**src/rtl/cpu_pkg.sv**
```systemverilog
// rtl/cpu_pkg.sv - shared widths, opcodes, fetch-state type and decode helper
// Opcode constants mirror the upper nibble of each instruction byte.
package cpu_pkg;

  localparam int ADDR_W  = 5;
  localparam int INSTR_W = 8;

  localparam logic [3:0] OP_NOP  = 4'b0000;
  localparam logic [3:0] OP_ADD  = 4'b0001;
  localparam logic [3:0] OP_SUB  = 4'b0010;
  localparam logic [3:0] OP_MUL  = 4'b0011;
  localparam logic [3:0] OP_AND  = 4'b0101;
  localparam logic [3:0] OP_XRA  = 4'b0110;
  localparam logic [3:0] OP_CMP  = 4'b0111;
  localparam logic [3:0] OP_BR   = 4'b1000;
  localparam logic [3:0] OP_MOVR = 4'b1001;
  localparam logic [3:0] OP_MOVA = 4'b1010;
  localparam logic [3:0] OP_RET  = 4'b1011;
  localparam logic [3:0] OP_HALT = 4'b1111;

  typedef enum logic [1:0] {
    FETCH  = 2'd0,
    ISSUE  = 2'd1,
    HALTED = 2'd2
  } fetch_state_e;

  // Opcodes resolved inside the fetch stage and never handed to execute.
  function automatic logic is_ctrl_flow(input logic [3:0] op);
    return (op == OP_BR) || (op == OP_RET) || (op == OP_HALT);
  endfunction

endpackage

```
**src/rtl/fetch_unit.sv**
```systemverilog
// rtl/fetch_unit.sv - instruction fetch/issue stage with local BR/RET/HALT resolution
// Non-control-flow bytes are issued to execute over an ir_valid/ir_ready handshake.
module fetch_unit #(
  parameter int                 ADDR_W   = cpu_pkg::ADDR_W,
  parameter int                 INSTR_W  = cpu_pkg::INSTR_W,
  parameter logic [ADDR_W-1:0]  RESET_PC = '0
) (
  input  logic               clk,
  input  logic               rst_n,
  output logic [ADDR_W-1:0]  adr,
  input  logic [INSTR_W-1:0] instr,
  output logic [INSTR_W-1:0] ir,
  output logic               ir_valid,
  input  logic               ir_ready,
  input  logic               flag,
  input  logic               flag_valid,
  output logic [ADDR_W-1:0]  pc,
  output logic               halted
);
  import cpu_pkg::*;

  fetch_state_e       state_q, state_d;
  logic [ADDR_W-1:0]  pc_q, pc_d;
  logic [INSTR_W-1:0] ir_q, ir_d;
  logic               ir_valid_q, ir_valid_d;

  logic [3:0]         opcode;
  logic [ADDR_W-1:0]  pc_inc;
  logic [ADDR_W-1:0]  target;
  logic               fetch_go;

  // Next-PC candidates: sequential (wraps modulo 2^ADDR_W) and zero-extended nibble target.
  assign opcode = instr[INSTR_W-1 -: 4];
  assign pc_inc = pc_q + ADDR_W'(1);
  assign target = ADDR_W'(instr[3:0]);

  always_comb begin
    state_d    = state_q;
    pc_d       = pc_q;
    ir_d       = ir_q;
    ir_valid_d = ir_valid_q;
    fetch_go   = 1'b0;

    case (state_q)
      FETCH:   fetch_go = 1'b1;
      ISSUE:   fetch_go = ir_ready;
      default: fetch_go = 1'b0;
    endcase

    if (fetch_go) begin
      ir_valid_d = 1'b0;
      state_d    = FETCH;
      if (!is_ctrl_flow(opcode)) begin
        ir_d       = instr;
        ir_valid_d = 1'b1;
        pc_d       = pc_inc;
        state_d    = ISSUE;
      end else if (opcode == OP_HALT) begin
        state_d = HALTED;
      end else if (opcode == OP_RET) begin
        pc_d = target;
      end else if (flag_valid) begin
        pc_d = flag ? target : pc_inc;
      end
    end
  end

  always_ff @(posedge clk or negedge rst_n) begin
    if (!rst_n) begin
      state_q    <= FETCH;
      pc_q       <= RESET_PC;
      ir_q       <= '0;
      ir_valid_q <= 1'b0;
    end else begin
      state_q    <= state_d;
      pc_q       <= pc_d;
      ir_q       <= ir_d;
      ir_valid_q <= ir_valid_d;
    end
  end

  assign adr      = pc_q;
  assign pc       = pc_q;
  assign ir       = ir_q;
  assign ir_valid = ir_valid_q;
  assign halted   = (state_q == HALTED);

endmodule

```
**config.mk**
```make
export PLATFORM = sky130hd
export DESIGN_NAME = fetch_unit
export DESIGN_NICKNAME = d
export VERILOG_FILES = /design/src/rtl/cpu_pkg.sv /design/src/rtl/fetch_unit.sv
export SDC_FILE = /design/constraint.sdc
export NUM_CORES = 1
export LEC_CHECK = 0
export BUFFER_PORTS_ARGS = -buffer_cell sky130_fd_sc_hd__buf_2
export CORE_MARGIN = 2
export CORE_UTILIZATION = 46
export CTS_CLUSTER_DIAMETER = 120
export DETAILED_ROUTE_END_ITERATION = 10
export GPL_ROUTABILITY_DRIVEN = 0
export PLACE_DENSITY = 0.86
export SYNTH_ARGS = -nofsm -noshare
export SYNTH_HDL_FRONTEND = slang
export SYNTH_SLANG_ARGS = --single-unit
```
**constraint.sdc**
```tcl
create_clock -name clk -period 1.47 [get_ports clk]
set_input_delay 0.2205 -clock clk [delete_from_list [all_inputs] [get_ports clk]]
set_output_delay 0.2205 -clock clk [all_outputs]
set_load 0.005 [all_outputs]
```
### Word-level counts from Yosys, hierarchy flattened

Cells that the tools add are included.

* $add $sub $neg: 1
* bitwise operators: 1
* equal/unequal tests: 7
* reduce and logical (&&, ||, !) cells: 5
* muxes and demuxes: 9

Operators with widths (number)
* 5-bit two-way mux: 5
* 4-bit == test, second input constant: 3
* 5-bit by 1-bit adder with 5-bit output, second input constant: 1
* 2-bit two-way mux: 2
* 3-bit by 2-bit != test with 1-bit output, second input constant: 1
* 3-bit AND reduction: 1
* 2-bit by 1-bit == test with 1-bit output, second input constant: 1
* 2-bit == test, second input constant: 1
* 2-bit zero test: 1
* 1-bit logical OR: 2
* 2-bit != test, second input constant: 1
* 1-bit one-hot mux with 2 select lines: 1
* 2-bit AND reduction: 1
* 1-bit two-way mux: 1
* 1-bit NOT: 1

* input bits: 13
* bits in registers: 16
* logic and storage cells: 27

### Depth between registers and ports, before layout

Gate-level depths: netlist of the first run.

* word-level depth: 6
* depth in mapped cells: 4

### Worst setup path before layout of the first run

No wires, ideal clock.

* path type: reg2reg
* from: register state_q[0]
* to: register ir_q[1], in the netlist ir[1]
* clock period less this slack: 1.360 ns
* setup slack: 0.110 ns
* arrival time: 1.233 ns
* cell stages (with the launch flop): 5
* path through: dfrtp_1 -> nand2b_1 -> nor2b_1 -> nand2_2 -> mux2_1

* cells in the longest elaborated chain, start to end: 3

Ends and longest elaborated chain
* from (decl): RTL line fetch_unit.sv:22 `fetch_state_e state_q, state_d;`
* from (signal assigned): RTL line fetch_unit.sv:75 `state_q <= state_d;`
* 2-bit by 1-bit == test with 1-bit output / 2-bit zero test (equally long branches): RTL line fetch_unit.sv:44 `case (state_q)`
* 1-bit one-hot mux with 2 select lines *: RTL line fetch_unit.sv:44
* 2-bit AND reduction (no source line) *
* to (signal assigned): RTL line fetch_unit.sv:77 `ir_q <= ir_d;`
* to (decl): RTL line fetch_unit.sv:24 `logic [INSTR_W-1:0] ir_q, ir_d;`

Mark *: on every way between the ends. The rest lies on a longest branch, timed or not.
A chain may end at the register's enable or synchronous reset.

### Worst setup path after layout of the first run

Same ends and word-level chain as after synthesis.

==> impl_metrics.env, run 1 <==
export IMPL_status="finished, final reports clean"
export IMPL_p_sw_mw=0.567
export IMPL_postCtsSetupBuffers=0
export IMPL_min_period_over_period=0.914
export IMPL_maxSlewViolCount=0
export IMPL_drive_gt1_frac=0.510
export IMPL_cts_buffers=3
export IMPL_post_route_util=0.590
export IMPL_layout_common_cells="buf_2, dfrtp_1, mux2_2"
export IMPL_pwr_share_clk=0.146
export IMPL_place_area_um2=956
export IMPL_fin_setup_tns_ns=0
export IMPL_hold_violations=0
export IMPL_num_rows=15
export IMPL_num_nets_final=119
export IMPL_worst_pin_slew_ns=0.388
export IMPL_start_kind="flop"
export IMPL_dieHeight_um=45.8
export IMPL_fin_crit_ns=1.34
export IMPL_max_slew_margin=0.741
export IMPL_wl_mm=1.74
export IMPL_async_flop_share=1.00
export IMPL_grt_max_degree=16
export IMPL_hold_end="ir[1]"
export IMPL_drv_cap=0
export IMPL_hold_start="instr[1]"
export IMPL_n_antenna_cell=0
export IMPL_syn_area_um2=805
export IMPL_ys_ff_latch=15
export IMPL_timing_rr_end="ir[1]"
export IMPL_avgSynthCellArea_um2=11.3
export IMPL_comb_power_share=0.403
export IMPL_grt_pass1_wl_mm=2.64
export IMPL_cts_tree="yes"
export IMPL_num_vias=696
export IMPL_core_area_um2=1690
export IMPL_holdPathStages=2
export IMPL_cellInternalPower_mw=1.07
export IMPL_syn_inst=71
export IMPL_cts_sinks=15
export IMPL_clk_latency_ns=0.29
export IMPL_grt_pass1_vias=585
export IMPL_drt_antenna_violating_nets=0
export IMPL_hpwl_mm=1.33
export IMPL_setup_worst_path_class="flop to flop"
export IMPL_r2r_start="state_q[0]"
export IMPL_yosysWarnings=0
export IMPL_r2r_slack_ns=0.13
export IMPL_power_leakage_nw=0.484
export IMPL_cts_root_buffer="clkbuf_4"
export IMPL_peakVddDrop_mv=0.999
export IMPL_crit_required_ns=1.65
export IMPL_skew_ns=0.00243
export IMPL_fin_area_um2=996
export IMPL_viasPerCell=5.75
export IMPL_rsz0062_at_grt="no"
export IMPL_synth_edf_count=0
export IMPL_grt_usage=0.181
export IMPL_hp_class="input pin to flop"
export IMPL_final_common_cell="buf_2"
export IMPL_drc=0
export IMPL_setup_violations=0
export IMPL_routedWlPerCell_um=14.4
export IMPL_clk_transition_reported_paths_ns=0.09
export IMPL_critPathCaptureType="flop"
export IMPL_synthDistinctLibCells=30
export IMPL_synth_nets=85
export IMPL_p_per_area_nw_per_um2=1650
export IMPL_seq_power_share=0.450
export IMPL_htree_levels=1
export IMPL_crit_fanout=9
export IMPL_die_area_um2=2100
export IMPL_firstDrtPassIters=4
export IMPL_fmax_mhz=744
export IMPL_overflow=0
export IMPL_holdWs_ns=0.166
export IMPL_initial_core_util=0.476
export IMPL_port_buffers=32
export IMPL_area_delta_synth_final_pct=23.8
export IMPL_worstPathArrival_ns=1.52
export IMPL_clock_path_buffers=2
export IMPL_die_x_um=45.8
export IMPL_ys_seq_area_frac=0.467
export IMPL_ios=33
export IMPL_antenna_found_initial=0
export IMPL_rr_worst_depth=4
export IMPL_ys_flop_type="dfrtp_1"
export IMPL_power_share_switching=0.346
export IMPL_drt_iter0_drc=11
stage by stage:
stage	cells	total power [mW]	worst slack, ns
3_3_place_gp	116	1.38	0.0684
4_1_cts	121	1.65	0.0685
5_1_grt	121	1.78	0.0370
6_report	121	1.64	0.126
2_1_floorplan	71	1.13	0.110
3_5_place_dp	116	1.41	-0.0106
worst max path at each step:
stage                    start    end
floorplan           state_q[0]  ir[1]
global placement      instr[4]  ir[5]
detailed placement    instr[4]  ir[2]
CTS                 state_q[0]  ir[1]
global route        state_q[0]  ir[1]
finish              state_q[0]  ir[1]
cells in the mapped netlist, drive strengths merged, types with 2 or more instances:
cell / instances / area, um^2
nand2b: 3 / 18.8
o21ai: 6 / 30.0
nor2b: 3 / 18.8
buf: 5 / 37.5
o211ai: 2 / 20.0
and2: 2 / 15.0
mux2i: 3 / 30.0
mux2: 8 / 90.1
nand2: 4 / 17.5
a211oi: 2 / 15.0
dfrtp: 15 / 375
inv: 2 / 7.51
nand3: 3 / 15.0
power groups by stage:
stage                     Clock [mW]  Combinational [mW]  Sequential (mW)
final                          0.240               0.661            0.738
after global routing           0.272               0.745            0.768
after CTS                      0.246               0.668            0.737
after detailed placement           0               0.662            0.747
after global placement             0               0.641            0.740
after floorplan                    0               0.380            0.750
worst max-delay path: stages, from the launching register on:
cell,delay (ns)
dfrtp_1,0.41
nand2b_1,0.12
nor2b_2,0.18
nand2_2,0.17
mux2_1,0.35
kinds of logic after synthesis:
family | share of synthesized area
and+or+nand+nor | 0.148
adders and majority gates | 0.0155
AOI/OAI and AO/OA | 0.165
DFF | 0.467
muxes | 0.149
buffers and inverters | 0.0560
state kept, by name (all words and copies together) (netlist names):
name / cells
adr: 5
ir: 8
state_q: 2
final cells by class:
| class | instances | area, um^2 |
|---|---|---|
| fill | 155 | 693 |
| multi-input combinational | 49 | 387 |
| sequential | 15 | 375 |
| timing repair buffer | 34 | 178 |
| clock buffer | 3 | 22.5 |
| tap | 17 | 21.3 |
| inverter | 2 | 7.51 |
| clock inverter | 1 | 5.00 |
what timing repair did:
action	in CTS	in global routing
setup endpoints to repair	0	2
hold buffers	1	0
gates resized for setup	0	1
hold endpoints to repair	15	0
routing by layer:
metal  GRT usage  vias to the layer above  wire (um)
li1            -                      326          -
met1       0.226                      342        770
met2       0.290                       24        850
met3      0.0476                        4         84
met4      0.0857                        0         32
met5           0                        -          0
No activity file was read; power rests on OpenSTA's default activity.
==> run 2: changes to the inputs <==
--- a/config.mk
+++ b/config.mk
@@ -7,11 +7,11 @@
 export LEC_CHECK = 0
 export BUFFER_PORTS_ARGS = -buffer_cell sky130_fd_sc_hd__buf_2
 export CORE_MARGIN = 2
-export CORE_UTILIZATION = 46
+export CORE_UTILIZATION = 43
 export CTS_CLUSTER_DIAMETER = 120
 export DETAILED_ROUTE_END_ITERATION = 10
 export GPL_ROUTABILITY_DRIVEN = 0
-export PLACE_DENSITY = 0.86
+export PLACE_DENSITY = 0.82
 export SYNTH_ARGS = -nofsm -noshare
 export SYNTH_HDL_FRONTEND = slang
 export SYNTH_SLANG_ARGS = --single-unit
==> impl_metrics.env, run 2 (same netlist as run 1, synthesis figures left out) <==
export IMPL_die_x_um=47.3
export IMPL_cts_root_buffer="clkbuf_4"
export IMPL_critPathBufInv=0
export IMPL_drt_antenna_violating_nets=0
export IMPL_num_rows=15
export IMPL_max_slew_margin=0.747
export IMPL_initial_core_util=0.461
export IMPL_fin_crit_ns=1.34
export IMPL_min_period_over_period=0.913
export IMPL_grt_max_degree=16
export IMPL_grt_pass1_wl_mm=2.63
export IMPL_setup_violations=0
export IMPL_die_area_um2=2230
export IMPL_cts_sinks=15
export IMPL_setup_worst_path_class="flop to flop"
export IMPL_num_nets_final=119
export IMPL_path_cells="nand2b_1 > nor2b_2 > nand2_2 > mux2_1"
export IMPL_drt_iter0_drc=24
export IMPL_postCtsSetupBuffers=0
export IMPL_placedCellCount=124
export IMPL_largest_reg_flops=8
export IMPL_drive_gt1_frac=0.500
export IMPL_viasPerCell=5.18
export IMPL_r2r_slack_ns=0.13
export IMPL_skew_ns=0.00108
export IMPL_clk_latency_ns=0.27
export IMPL_grt_pass1_vias=607
export IMPL_critPathCaptureType="flop"
export IMPL_htree_levels=1
export IMPL_status="finished, final reports clean"
export IMPL_overflow=0
export IMPL_worst_pin_slew_ns=0.380
export IMPL_port_buffers=32
export IMPL_fin_cells=129
export IMPL_cp_top_family="simple AND/OR/NAND/NOR gates"
export IMPL_worstPathArrival_ns=1.51
export IMPL_cp_depth=4
export IMPL_drv_cap=0
export IMPL_clock_path_buffers=2
export IMPL_slowest_stage="dfrtp_1"
export IMPL_dieHeight_um=47.3
export IMPL_core_area_um2=1750
export IMPL_crit_fanout=9
export IMPL_cts_tree="yes"
export IMPL_cts_buffers=3
export IMPL_peakVddDrop_mv=0.857
export IMPL_fmax_mhz=745
export IMPL_routedWlPerCell_um=13.1
export IMPL_clk_transition_reported_paths_ns=0.08
export IMPL_hpwl_mm=1.32
export IMPL_hp_class="input pin to flop"
export IMPL_power_leakage_nw=0.481
export IMPL_fin_setup_tns_ns=0
export IMPL_num_vias=668
export IMPL_crit_required_ns=1.63
export IMPL_layout_common_cells="buf_2, dfrtp_1, mux2_2"
export IMPL_hold_violations=0
export IMPL_p_per_area_nw_per_um2=1620
export IMPL_rr_worst_depth=4
export IMPL_firstDrtPassIters=4
export IMPL_ios=33
export IMPL_max_stage_delay_ns=0.41
export IMPL_drc=0
export IMPL_n_antenna_cell=0
export IMPL_rsz0062_at_grt="no"
export IMPL_final_common_cell="buf_2"
export IMPL_start_kind="flop"
export IMPL_area_delta_synth_final_pct=24.9
export IMPL_antenna_found_initial=0
export IMPL_maxSlewViolCount=0
export IMPL_grt_usage=0.169
export IMPL_wl_mm=1.70
export IMPL_holdPathStages=2
## run 2: timing repair
item,in CTS,in global routing
hold buffers,1,0
gates resized for setup,0,1
hold endpoints to repair,15,0
setup endpoints to repair,0,3
## run 2: stage by stage
| step | power [mW] | hold WS (ns) | utilization | area [um^2] | setup slack (ns) |
|---|---|---|---|---|---|
| 6_report | 1.63 | 0.179 | 0.576 | 1000 | 0.128 |
| 5_1_grt | 1.77 | 0.178 | 0.576 | 1000 | 0.0286 |
| 4_1_cts | 1.64 | 0.178 | 0.574 | 1000 | 0.0505 |
| 3_5_place_dp | 1.40 | 0.144 | 0.553 | 966 | 0.0242 |
| 3_3_place_gp | 1.38 | 0.135 | 0.553 | 966 | 0.0671 |
| 2_1_floorplan | 1.13 | -0.0751 | - | 805 | 0.110 |
## run 2: per-layer routing
layer,part of all wire,GRT usage,vias up
li1,-,-,328
met1,0.45,0.215,311
met2,0.49,0.278,25
met3,0.040,0.0346,4
met4,0.018,0.0667,0
met5,0,0,-
## run 2: final timing paths
check / to / startpoint
setup / recovery: ir[1] / state_q[0]
hold / removal: ir[1] / instr[1]
setup reg to reg: ir[1] / state_q[0]
hold reg to reg: ir[1] / ir[1]
max in group asynchronous: state_q[1] / rst_n
min in group asynchronous: adr[3] / rst_n
## run 2: layout make-up
type | count | area [um^2]
clock buffers | 4 | 26.3
fillers | 149 | 741
inverters | 2 | 7.51
multi-input cells | 49 | 387
flip-flops and latches | 15 | 375
well taps | 25 | 31.3
repair buffers | 34 | 178
## run 2: power breakdown
part / total, mW / switching, mW / internal, mW
sequential: 0.735 / 0.137 / 0.598
clock: 0.229 / 0.124 / 0.105
combinational: 0.664 / 0.291 / 0.373
total: 1.63 / 0.552 / 1.08
==> run 3: changes to the inputs <==
--- a/config.mk
+++ b/config.mk
@@ -5,13 +5,15 @@
 export SDC_FILE = /design/constraint.sdc
 export NUM_CORES = 1
 export LEC_CHECK = 0
+export ABC_AREA = 1
 export BUFFER_PORTS_ARGS = -buffer_cell sky130_fd_sc_hd__buf_2
 export CORE_MARGIN = 2
 export CORE_UTILIZATION = 43
 export CTS_CLUSTER_DIAMETER = 120
 export DETAILED_ROUTE_END_ITERATION = 10
 export GPL_ROUTABILITY_DRIVEN = 0
-export PLACE_DENSITY = 0.82
+export GPL_TIMING_DRIVEN = 0
+export PLACE_DENSITY = 0.7
 export SYNTH_ARGS = -nofsm -noshare
 export SYNTH_HDL_FRONTEND = slang
 export SYNTH_SLANG_ARGS = --single-unit
==> impl_metrics.env, run 3 <==
export IMPL_status="finished, final reports clean"
export IMPL_viasPerCell=4.51
export IMPL_power_leakage_nw=0.653
export IMPL_worst_pin_slew_ns=0.326
export IMPL_critPathCaptureType="flop"
export IMPL_die_x_um=50.0
export IMPL_clock_path_buffers=2
export IMPL_min_period_over_period=0.911
export IMPL_worstPathArrival_ns=1.52
export IMPL_synth_most_common_cell="nand2_1"
export IMPL_area_delta_synth_final_pct=25.5
export IMPL_ios=33
export IMPL_num_vias=785
export IMPL_htree_levels=1
export IMPL_crit_fanout=6
export IMPL_p_per_area_nw_per_um2=755
export IMPL_firstDrtPassIters=4
export IMPL_final_common_cell="nand2_1"
export IMPL_cpMostUsedCell="nand2_1"
export IMPL_skew_ns=0.00371
export IMPL_wl_mm=1.78
export IMPL_cts_resized=0
export IMPL_grt_usage=0.168
export IMPL_overflow=0
export IMPL_start_kind="flop"
export IMPL_die_area_um2=2500
export IMPL_drt_antenna_violating_nets=0
export IMPL_port_buffers=32
export IMPL_slowest_stage="dfrtp_1"
export IMPL_num_nets_final=162
export IMPL_max_stage_delay_ns=0.41
export IMPL_cts_tree="yes"
export IMPL_cts_sinks=15
export IMPL_preCtsSetupSlack_ns=0.157
export IMPL_synth_top_cells_by_area="dfrtp_1, nand2_1, o21ai_2"
export IMPL_drv_cap=0
export IMPL_dieHeight_um=50.0
export IMPL_clk_latency_ns=0.29
export IMPL_grt_max_degree=16
export IMPL_n_antenna_cell=0
export IMPL_grt_pass1_wl_mm=3.17
export IMPL_layout_common_cells="nand2_1, buf_2, dfrtp_1"
export IMPL_synth_edf_count=0
export IMPL_drc=0
export IMPL_drive_gt1_frac=0.429
export IMPL_setup_worst_path_class="flop to flop"
export IMPL_antenna_found_initial=0
export IMPL_yosysWarnings=0
export IMPL_fmax_mhz=747
export IMPL_num_rows=16
export IMPL_peakVddDrop_mv=0.355
export IMPL_drt_iter0_drc=7
export IMPL_async_flop_share=1.00
export IMPL_clk_transition_reported_paths_ns=0.09
export IMPL_crit_required_ns=1.65
export IMPL_yosys_area_top_type="dfrtp_1"
export IMPL_initial_core_util=0.458
export IMPL_ys_ff_latch=15
export IMPL_maxSlewViolCount=0
export IMPL_syn_inst=110
export IMPL_path_cells="inv_2 > nor2_2 > nor2_8 > nand2_1 > a21oi_4 > inv_2 > nand2_1 > nand2_1"
export IMPL_hp_class="input pin to flop"
export IMPL_ys_top_cells_by_count="nand2_1, dfrtp_1, inv_1, nand3_1, o21ai_2"
export IMPL_grt_pass1_vias=752
export IMPL_hpwl_mm=1.43
export IMPL_cts_buffers=3
export IMPL_synthDistinctLibCells=23
export IMPL_core_area_um2=1980
export IMPL_fin_crit_ns=1.34
export IMPL_cts_root_buffer="clkbuf_4"
export IMPL_largest_reg_flops=8
export IMPL_layout_setup_ws_ns=0.131
export IMPL_routedWlPerCell_um=10.2
export IMPL_synth_nets=124
export IMPL_ys_seq_area_frac=0.413
export IMPL_ys_flop_type="dfrtp_1"
export IMPL_avgSynthCellArea_um2=8.26
export IMPL_setup_violations=0
export IMPL_syn_area_um2=908
export IMPL_rsz0062_at_grt="no"
export IMPL_yosys_area_top_type_share=0.413
export IMPL_max_slew_margin=0.782
export IMPL_hold_violations=0
export IMPL_fin_setup_tns_ns=0
run 3: changes by cell type after synthesis, sizes merged, moves of 5 or more:
cell   previous run  this run
inv               2        15
nand2             4        44
mux2              8         0
nand3             3         8
nor2              1         8
run 3: kinds of logic after synthesis:
family          after synthesis  share of synthesized area
simple gates                 62                      0.339
buf+inv                      21                      0.128
compound gates                9                     0.0868
flops                        15                      0.413
fa+ha+maj                     1                     0.0138
xor+xnor                      2                     0.0193
run 3: worst paths after layout:
| kind | cells after the start | slack, ns | end | startpoint |
|---|---|---|---|---|
| max | 8 | 0.13 | adr[2] | state_q[0] |
| min | 3 | 0.19 | ir[0] | instr[0] |
| max reg2reg | 8 | 0.13 | adr[2] | state_q[0] |
| min reg2reg | 2 | 0.48 | ir[2] | ir[2] |
| max in group asynchronous | 2 | 0.87 | adr[1] | rst_n |
| min in group asynchronous | 2 | 0.35 | ir[1] | rst_n |
run 3: critical path: cells and delay by family (launching register included):
family / cells / cell delay, ns
and+or+nand+nor: 5 / 0.43
buffers and inverters: 2 / 0.17
DFF: 1 / 0.41
AOI/OAI and AO/OA: 1 / 0.21
run 3: metrics by stage:
stage / total power [mW] / hold slack (ns) / util / instance area [um^2] / instances
after global placement: 0.628 / 0.139 / 0.556 / 1100 / 169
after floorplan: 0.559 / -0.0751 / - / 908 / 110
after detailed placement: 0.634 / 0.139 / 0.556 / 1100 / 169
final: 0.860 / 0.191 / 0.575 / 1140 / 174
after CTS: 0.870 / 0.194 / 0.575 / 1140 / 174
after global routing: 0.928 / 0.185 / 0.575 / 1140 / 174
run 3: power breakdown:
part           total, mW  switching, mW  internal [mW]
sequential         0.458         0.0231          0.435
combinational      0.167         0.0878         0.0794
clock              0.235          0.134          0.101
run 3: layout make-up:
type                    count  area [um^2]
clock inverters             1         5.00
multi-input cells          74          417
plain buffers               6         57.6
fillers                   190          842
well taps                  27         33.8
clock buffers               3         22.5
repair buffers             33          170
flip-flops and latches     15          375
inverters                  15         58.8
run 3: metal layers:
metal,GRT usage,share of wire,vias up
met2,0.280,0.48,25
met3,0.0182,0.038,5
met4,0.111,0.033,0
met1,0.203,0.45,348
met5,0,0,-
li1,-,-,407
run 3: repair_timing:
action / 4_1_cts / 5_1_grt
endpoints found under the hold margin: 15 / 0
buffers inserted: 0 / 0
hold buffers: 1 / 0
